[src/rtl/tap_ctrl_pkg.sv]
// Shared TAP definitions: state encoding, IR constants and default sizes.
package tap_ctrl_pkg;

    localparam int ir_width = 8;
    localparam int nr_drs   = 5;

    localparam logic [1:0] IR_CAPTURE = 2'b01;
    localparam logic [7:0] IR_IDCODE  = 8'h04;

    // Encoding follows the customary 1149.1 state numbering.
    typedef enum logic [3:0] {
        EXIT2_DR  = 4'h0,
        EXIT1_DR  = 4'h1,
        SHIFT_DR  = 4'h2,
        PAUSE_DR  = 4'h3,
        SEL_IR    = 4'h4,
        UPDATE_DR = 4'h5,
        CAP_DR    = 4'h6,
        SEL_DR    = 4'h7,
        EXIT2_IR  = 4'h8,
        EXIT1_IR  = 4'h9,
        SHIFT_IR  = 4'hA,
        PAUSE_IR  = 4'hB,
        RTI       = 4'hC,
        UPDATE_IR = 4'hD,
        CAP_IR    = 4'hE,
        TLR       = 4'hF
    } tap_state_e;

endpackage

[src/rtl/tap_ir_reg.sv]
// Instruction register: capture/shift stage plus the parallel update stage.
module tap_ir_reg
    import tap_ctrl_pkg::*;
#(
    parameter int              IR_W   = ir_width,
    parameter logic [IR_W-1:0] IR_RST = IR_W'(IR_IDCODE)
) (
    input  logic            tck_i,
    input  logic            trst_ni,
    input  logic            cap,
    input  logic            shift,
    input  logic            upd,
    input  logic            rst_ir,
    input  logic            tdi,
    output logic [IR_W-1:0] sr,
    output logic [IR_W-1:0] ir
);

    // Shift stage: capture pattern, LSB-first shift, hold otherwise.
    always_ff @(posedge tck_i or negedge trst_ni) begin
        if (!trst_ni) begin
            sr <= '0;
        end else if (cap) begin
            sr <= IR_W'(IR_CAPTURE);
        end else if (shift) begin
            sr <= {tdi, sr[IR_W-1:1]};
        end
    end

    // Update stage: only UPDATE_IR or entry into TLR may change the instruction.
    always_ff @(posedge tck_i or negedge trst_ni) begin
        if (!trst_ni) begin
            ir <= IR_RST;
        end else if (rst_ir) begin
            ir <= IR_RST;
        end else if (upd) begin
            ir <= sr;
        end
    end

endmodule

[src/rtl/tap_ctrl.sv]
// IEEE 1149.1 TAP controller: state machine, IR, DR strobes and TDO mux.
// Optional build macro TAP_STATE_OUT_EN exposes the current state on tap_state_o.
//
// state     | meaning
// TLR       | test-logic reset, IR holds IR_RST
// RTI       | run-test/idle
// SEL_DR    | choose DR path
// CAP_DR    | DR chains capture
// SHIFT_DR  | DR chain shifts, drives TDO
// EXIT1_DR  | leave shift
// PAUSE_DR  | DR shift suspended
// EXIT2_DR  | leave pause
// UPDATE_DR | DR chains latch
// SEL_IR    | choose IR path
// CAP_IR    | IR loads capture pattern
// SHIFT_IR  | IR shifts, drives TDO
// EXIT1_IR  | leave shift
// PAUSE_IR  | IR shift suspended
// EXIT2_IR  | leave pause
// UPDATE_IR | IR shift value becomes the instruction
module tap_ctrl
    import tap_ctrl_pkg::*;
#(
    parameter int              IR_W   = ir_width,
    parameter int              NR_DR  = nr_drs,
    parameter logic [IR_W-1:0] IR_RST = IR_W'(IR_IDCODE)
) (
    input  logic             tck_i,
    input  logic             trst_ni,
    input  logic             tms_i,
    input  logic             tdi_i,
    input  logic [NR_DR-1:0] dr_tdo_i,
    input  logic [NR_DR-1:0] sel_tdo_i,
    output logic [IR_W-1:0]  ir_o,
    output logic             dr_shift_o,
    output logic             dr_clock_o,
    output logic             dr_upd_o,
    output logic             tdo_o,
    output logic             tdo_en_o
`ifdef TAP_STATE_OUT_EN
    ,
    output logic [3:0]       tap_state_o
`endif
);

    tap_state_e      state_q;
    tap_state_e      state_d;
    logic [IR_W-1:0] ir_sr;
    logic            dr_bit;

    // State register.
    always_ff @(posedge tck_i or negedge trst_ni) begin
        if (!trst_ni) begin
            state_q <= TLR;
        end else begin
            state_q <= state_d;
        end
    end

    // Next-state decode from TMS.
    always_comb begin
        state_d = state_q;
        case (state_q)
            TLR:       state_d = tms_i ? TLR       : RTI;
            RTI:       state_d = tms_i ? SEL_DR    : RTI;
            SEL_DR:    state_d = tms_i ? SEL_IR    : CAP_DR;
            CAP_DR:    state_d = tms_i ? EXIT1_DR  : SHIFT_DR;
            SHIFT_DR:  state_d = tms_i ? EXIT1_DR  : SHIFT_DR;
            EXIT1_DR:  state_d = tms_i ? UPDATE_DR : PAUSE_DR;
            PAUSE_DR:  state_d = tms_i ? EXIT2_DR  : PAUSE_DR;
            EXIT2_DR:  state_d = tms_i ? UPDATE_DR : SHIFT_DR;
            UPDATE_DR: state_d = tms_i ? SEL_DR    : RTI;
            SEL_IR:    state_d = tms_i ? TLR       : CAP_IR;
            CAP_IR:    state_d = tms_i ? EXIT1_IR  : SHIFT_IR;
            SHIFT_IR:  state_d = tms_i ? EXIT1_IR  : SHIFT_IR;
            EXIT1_IR:  state_d = tms_i ? UPDATE_IR : PAUSE_IR;
            PAUSE_IR:  state_d = tms_i ? EXIT2_IR  : PAUSE_IR;
            EXIT2_IR:  state_d = tms_i ? UPDATE_IR : SHIFT_IR;
            UPDATE_IR: state_d = tms_i ? SEL_DR    : RTI;
            default:   state_d = TLR;
        endcase
    end

    // Moore DR strobes straight from the current state.
    always_comb begin
        dr_shift_o = 1'b0;
        dr_clock_o = 1'b0;
        dr_upd_o   = 1'b0;
        case (state_q)
            CAP_DR:    dr_clock_o = 1'b1;
            SHIFT_DR:  begin
                dr_shift_o = 1'b1;
                dr_clock_o = 1'b1;
            end
            UPDATE_DR: dr_upd_o = 1'b1;
            default:   ;
        endcase
    end

    tap_ir_reg #(
        .IR_W   (IR_W),
        .IR_RST (IR_RST)
    ) u_ir (
        .tck_i   (tck_i),
        .trst_ni (trst_ni),
        .cap     (state_q == CAP_IR),
        .shift   (state_q == SHIFT_IR),
        .upd     (state_q == UPDATE_IR),
        .rst_ir  (state_d == TLR),
        .tdi     (tdi_i),
        .sr      (ir_sr),
        .ir      (ir_o)
    );

    // Selected DR serial output; out-of-range selects fall back to bypass.
    always_comb begin
        dr_bit = dr_tdo_i[0];
        for (int i = 0; i < NR_DR; i++) begin
            if (sel_tdo_i == NR_DR'(i)) begin
                dr_bit = dr_tdo_i[i];
            end
        end
    end

    // TDO launched on the falling edge so it is stable at the next rising edge.
    always_ff @(negedge tck_i or negedge trst_ni) begin
        if (!trst_ni) begin
            tdo_o    <= 1'b0;
            tdo_en_o <= 1'b0;
        end else begin
            if (state_q == SHIFT_IR) begin
                tdo_o <= ir_sr[0];
            end else if (state_q == SHIFT_DR) begin
                tdo_o <= dr_bit;
            end
            tdo_en_o <= (state_q == SHIFT_IR) || (state_q == SHIFT_DR);
        end
    end

`ifdef TAP_STATE_OUT_EN
    assign tap_state_o = state_q;
`endif

endmodule

[config.mk]
export PLATFORM = sky130hd
export DESIGN_NAME = tap_ctrl
export DESIGN_NICKNAME = d
export VERILOG_FILES = /design/src/rtl/tap_ctrl_pkg.sv /design/src/rtl/tap_ir_reg.sv /design/src/rtl/tap_ctrl.sv
export SDC_FILE = /design/constraint.sdc
export NUM_CORES = 1
export LEC_CHECK = 0
export CAP_MARGIN = 40
export CORE_AREA = 2 2 60 48
export DETAILED_ROUTE_END_ITERATION = 6
export DIE_AREA = 0 0 62 50
export PLACE_DENSITY_LB_ADDON = 0.2
export SLEW_MARGIN = 40
export SYNTH_ARGS = -nofsm -noshare
export SYNTH_HDL_FRONTEND = slang
export SYNTH_SLANG_ARGS = --single-unit
export TNS_END_PERCENT = 100
[constraint.sdc]
create_clock -name tck_i -period 2.2 [get_ports tck_i]
set_clock_uncertainty 0.2 [all_clocks]
set_input_delay 0.55 -clock tck_i [delete_from_list [all_inputs] [get_ports tck_i]]
set_output_delay 0.55 -clock tck_i [all_outputs]
set_load 0.05 [all_outputs]
Yosys cells after proc, flatten, opt, wreduce, memory -nomap -nowiden
Cells that the tools add are included.
- bits of input ports: 14
- output and inout bits: 13
- flip-flop bits (word level): 22
- reduce and logical (&&, ||, !) cells: 8
- equality and inequality tests: 20
- multiplexer cells: 26
- operator list (cell ; number):
    case mux 4 bit (12 select lines) ; 1
    == test 4 bit (second input constant) ; 9
    2-to-1 mux 8 bit ; 4
    == test 4 x 3 -> 1 bit (second input constant) ; 4
    2-to-1 mux 2 bit ; 6
    2-to-1 mux 3 bit ; 4
    == test 5 x 2 -> 1 bit (second input constant) ; 2
    2-to-1 mux 1 bit ; 10
    == test 4 x 2 -> 1 bit (second input constant) ; 2
    nonzero test 2 bit ; 3
    == test 5 x 1 -> 1 bit (second input constant) ; 1
    == test 5 x 3 -> 1 bit (second input constant) ; 1
    == test 4 x 1 -> 1 bit (second input constant) ; 1
    logical NOT 4 bit ; 1
    2-to-1 mux 4 bit ; 1
    OR reduction 2 bit ; 2
    OR reduction 3 bit ; 1
    logical OR 1 bit ; 1

Logic depth before layout (Yosys ltp)
- depth in word-level cells: 7
- mapped depth: 6

Modules after synthesis
A second synthesis with hierarchy kept.
- cell total of the unflattened synthesis: 101
- area total of the unflattened synthesis: 1098.6 um^2
- modules (own cells, without submodules) (module ; instances ; seq. area each (um^2) ; cells an instance ; area an instance (um^2)):
    tap_ir_reg ; 1 ; 401.6 ; 52 ; 659.4
    tap_ctrl ; 1 ; 155.1 ; 49 ; 439.2

==> results.py <==
metrics = {
    "pwr": {
        "pwr_density_cell_nw_per_um2": 1310,
        "power_w": 0.00213,
        "peakVddDrop_uv": 665,
        "leakage_nw": 0.725,
    },
    "flow_run": {
        "maxCapViolCount": 0,
    },
    "logic_synthesis": {
        "synth_cell_type_count": 31,
        "synth.area.mux_share_pct": 1.86,
        "yosys_warnings": 0,
        "synth-async-reset-ratio_pct": 100,
        "yosys-top-cells-count": "nand2_1, dfrtp_1, o21ai_0",
        "ys_seq_elements": 22,
        "synthesis.nets": 133,
        "synth_xor_area_share_pct": 0,
        "synth_area_um2": 1080,
        "synth_simple_gate_area_share_pct": 29.2,
        "synth_top_family_by_area": "simple AND/OR/NAND/NOR gates",
        "synth_top_area_share_pct": 34.8,
        "yosys-top-cells-area": "dfrtp_1, dfstp_2, nand2_1",
        "synth_compound_area_share_pct": 13.7,
        "ys.flop_type": "dfrtp_1",
        "avgSynthCellArea_um2": 9.06,
        "synth_edf_count": 0,
        "ys_seq_area_share_pct": 51.6,
        "synth_cells": 119,
        "yosysMostFrequentCell": "nand2_1",
        "yosys.area.top_type": "dfrtp_1",
        "synth-adder-area-share_pct": 0,
    },
    "cts": {
        "cts_sinks": 22,
        "numCtsBuffers": 3,
        "cts_tree": "done",
        "clk_pin_slew_ns": 0.13,
        "clk_latency_ns": 0.31,
        "clock_path_buffers": 2,
        "hold_buffers": 0,
        "cts_max_level": 1,
        "cts_root_buffer": "clkbuf_4",
    },
    "worst_setup_path": {
        "cp_num_buf_inv": 1,
        "path_cells": "buf_12",
        "path_class": "reg2out",
        "start_kind": "flop",
        "worst_ep_arrival_time_ns": 2.04,
        "cp_max_fo": 2,
        "critPathSlowestCell": "dfrtn_1",
        "end_kind": "primary output",
        "required_ns": 1.45,
        "critical-path-top-delay-family": "flip-flops",
        "max_stage_delay_ns": 0.47,
    },
    "placement": {
        "dp_hpwl_um": 1700,
        "numPortBuffers": 26,
        "dp_cells": 185,
        "place_area_um2": 1480,
        "gp_congestion": 0.753,
    },
    "global_routing": {
        "grt_pass1_vias": 928,
        "grt_pass1_wl_um": 4040,
        "grt_max_degree": 21,
        "grt-ovfl-total": 0,
        "antenna_found_initial": 0,
        "grt_usage_pct": 17.6,
    },
    "sta": {
        "maxSlewViolCount": 0,
        "worst-slew-pin-transition_ns": 0.493,
        "hold-worst-slack_ns": 0.296,
        "worst_slack_ns": -0.585,
        "finalHoldViolations": 0,
        "rsz0062_at_grt": "true",
        "maxSlewHeadroom_pct": 67.0,
        "setup_viol": 4,
    },
    "floorplanning": {
        "die_w_um": 62,
        "die_h_um": 50,
        "core_area_um2": 2500,
        "die_area_um2": 3100,
        "start_util_pct": 43.1,
        "rows": 16,
        "ios": 27,
    },
    "status": {
        "status": "finished with violations",
        "violations": "negative setup slack",
    },
    "routing": {
        "wl_per_cell_um": 12.5,
        "postRouteWirelength_um": 2430,
        "vias": 958,
        "viasPerCell": 4.94,
        "drtIter0Drc": 31,
        "drtAntennaViolNets": 0,
        "firstDrtPassIters": 4,
        "drcViolationCount": 0,
    },
    "layout": {
        "post-route-cell-area_um2": 1630,
        "utilization_pct": 65.1,
        "n_fill_cell": 213,
        "syn_to_final_growth_pct": 51.0,
        "diodes": 0,
        "final_cells": 194,
        "drive_gt1_share_pct": 32.3,
        "nNetsFinal": 173,
    },
    "worst_hold_path": {
        "min_path_type": "reg2reg",
    },
}
-- flip-flops by register name, indices dropped and copies added (netlist names) --
register	count
u_ir.ir	8
u_ir.sr	8
state_q	4
tdo_en_o	1
tdo_o	1
-- area by class of cell --
| type | instances | area [um2] | share of cell area [%] |
|---|---|---|---|
| Sequential cell | 22 | 557 | 34.2 |
| Multi-Input combinational cell | 90 | 543 | 33.3 |
| Timing Repair Buffer | 42 | 432 | 26.5 |
| Tap cell | 36 | 45.0 | 2.76 |
| Clock inverter | 1 | 30.0 | 1.84 |
| Clock buffer | 3 | 22.5 | 1.38 |
-- path summary, 6_finish.rpt --
check	cells past startpoint	endpoint	from	slack, ns
worst max register to register	4	tdo_o$_DFFE_NN0P_	state_q[1]$_DFF_PN1_	-0.29
min in group asynchronous	2	u_ir.ir[1]$_DFFE_PN0P_	trst_ni	0.44
worst min register to register	2	u_ir.ir[2]$_DFFE_PN1P_	u_ir.ir[2]$_DFFE_PN1P_	0.30
max in group asynchronous	1	tdo_en_o$_DFF_NN0_	trst_ni	0.45
worst max-delay path	1	tdo_o	tdo_o$_DFFE_NN0P_	-0.59
worst min-delay path	2	u_ir.ir[2]$_DFFE_PN1P_	u_ir.ir[2]$_DFFE_PN1P_	0.30
-- report_power, final --
group	internal, W	switching (W)	leakage [nW]
registers	0.000564	0.0000958	0.283
clock network	0.000184	0.000127	0.0279
logic	0.000520	0.000640	0.414
total	0.00127	0.000863	0.725
-- metrics by stage --
step / worst slack [ns] / TNS, ns
after floorplan: -0.315 / -0.999
after global placement: -0.823 / -1.28
after detailed placement: -0.905 / -1.36
after CTS: -0.596 / -1.49
after global routing: -0.627 / -1.69
final: -0.585 / -1.47
-- worst register-to-register path, stage by stage (launching register included) --
cell	delay, ns
dfstp_2	0.57
nand2b_4	0.07
nor2_4	0.13
mux2i_1	0.20
o21ai_1	0.08
-- layer usage --
metal | routed length (um) | track usage (%)
met5 | 0 | 0
met4 | 25 | 5.32
met3 | 83 | 5.77
met2 | 1190 | 27.3
met1 | 1120 | 23.0
-- cells in the final DEF (no fill, tap or decap), types with 3 or more instances in the layout --
cell type,count
dlygate4sd2_1,6
dfrtp_1,15
dfstp_2,5
buf_12,5
nor2_1,5
o21ai_0,11
nand2_1,28
nand2b_1,8
nand3_1,5
clkdlybuf4s50_1,4
buf_6,3
a21oi_1,8
buf_4,19
clkbuf_4,3
-- logic make-up after synthesis --
kind of cell / after synthesis
buffers and inverters: 7
AND/OR/NAND/NOR: 62
multiplexers: 2
AO/OA/AOI/OAI: 26
flip-flops: 22
-- timing repair --
| item | CTS | global route |
|---|---|---|
| endpoints found under the setup margin | 5 | 6 |
| gates resized for setup | 26 | 3 |
| buffers inserted | 4 | 1 |
| pin swaps | 8 | 1 |
No activity file was read; power rests on OpenSTA's default activity.
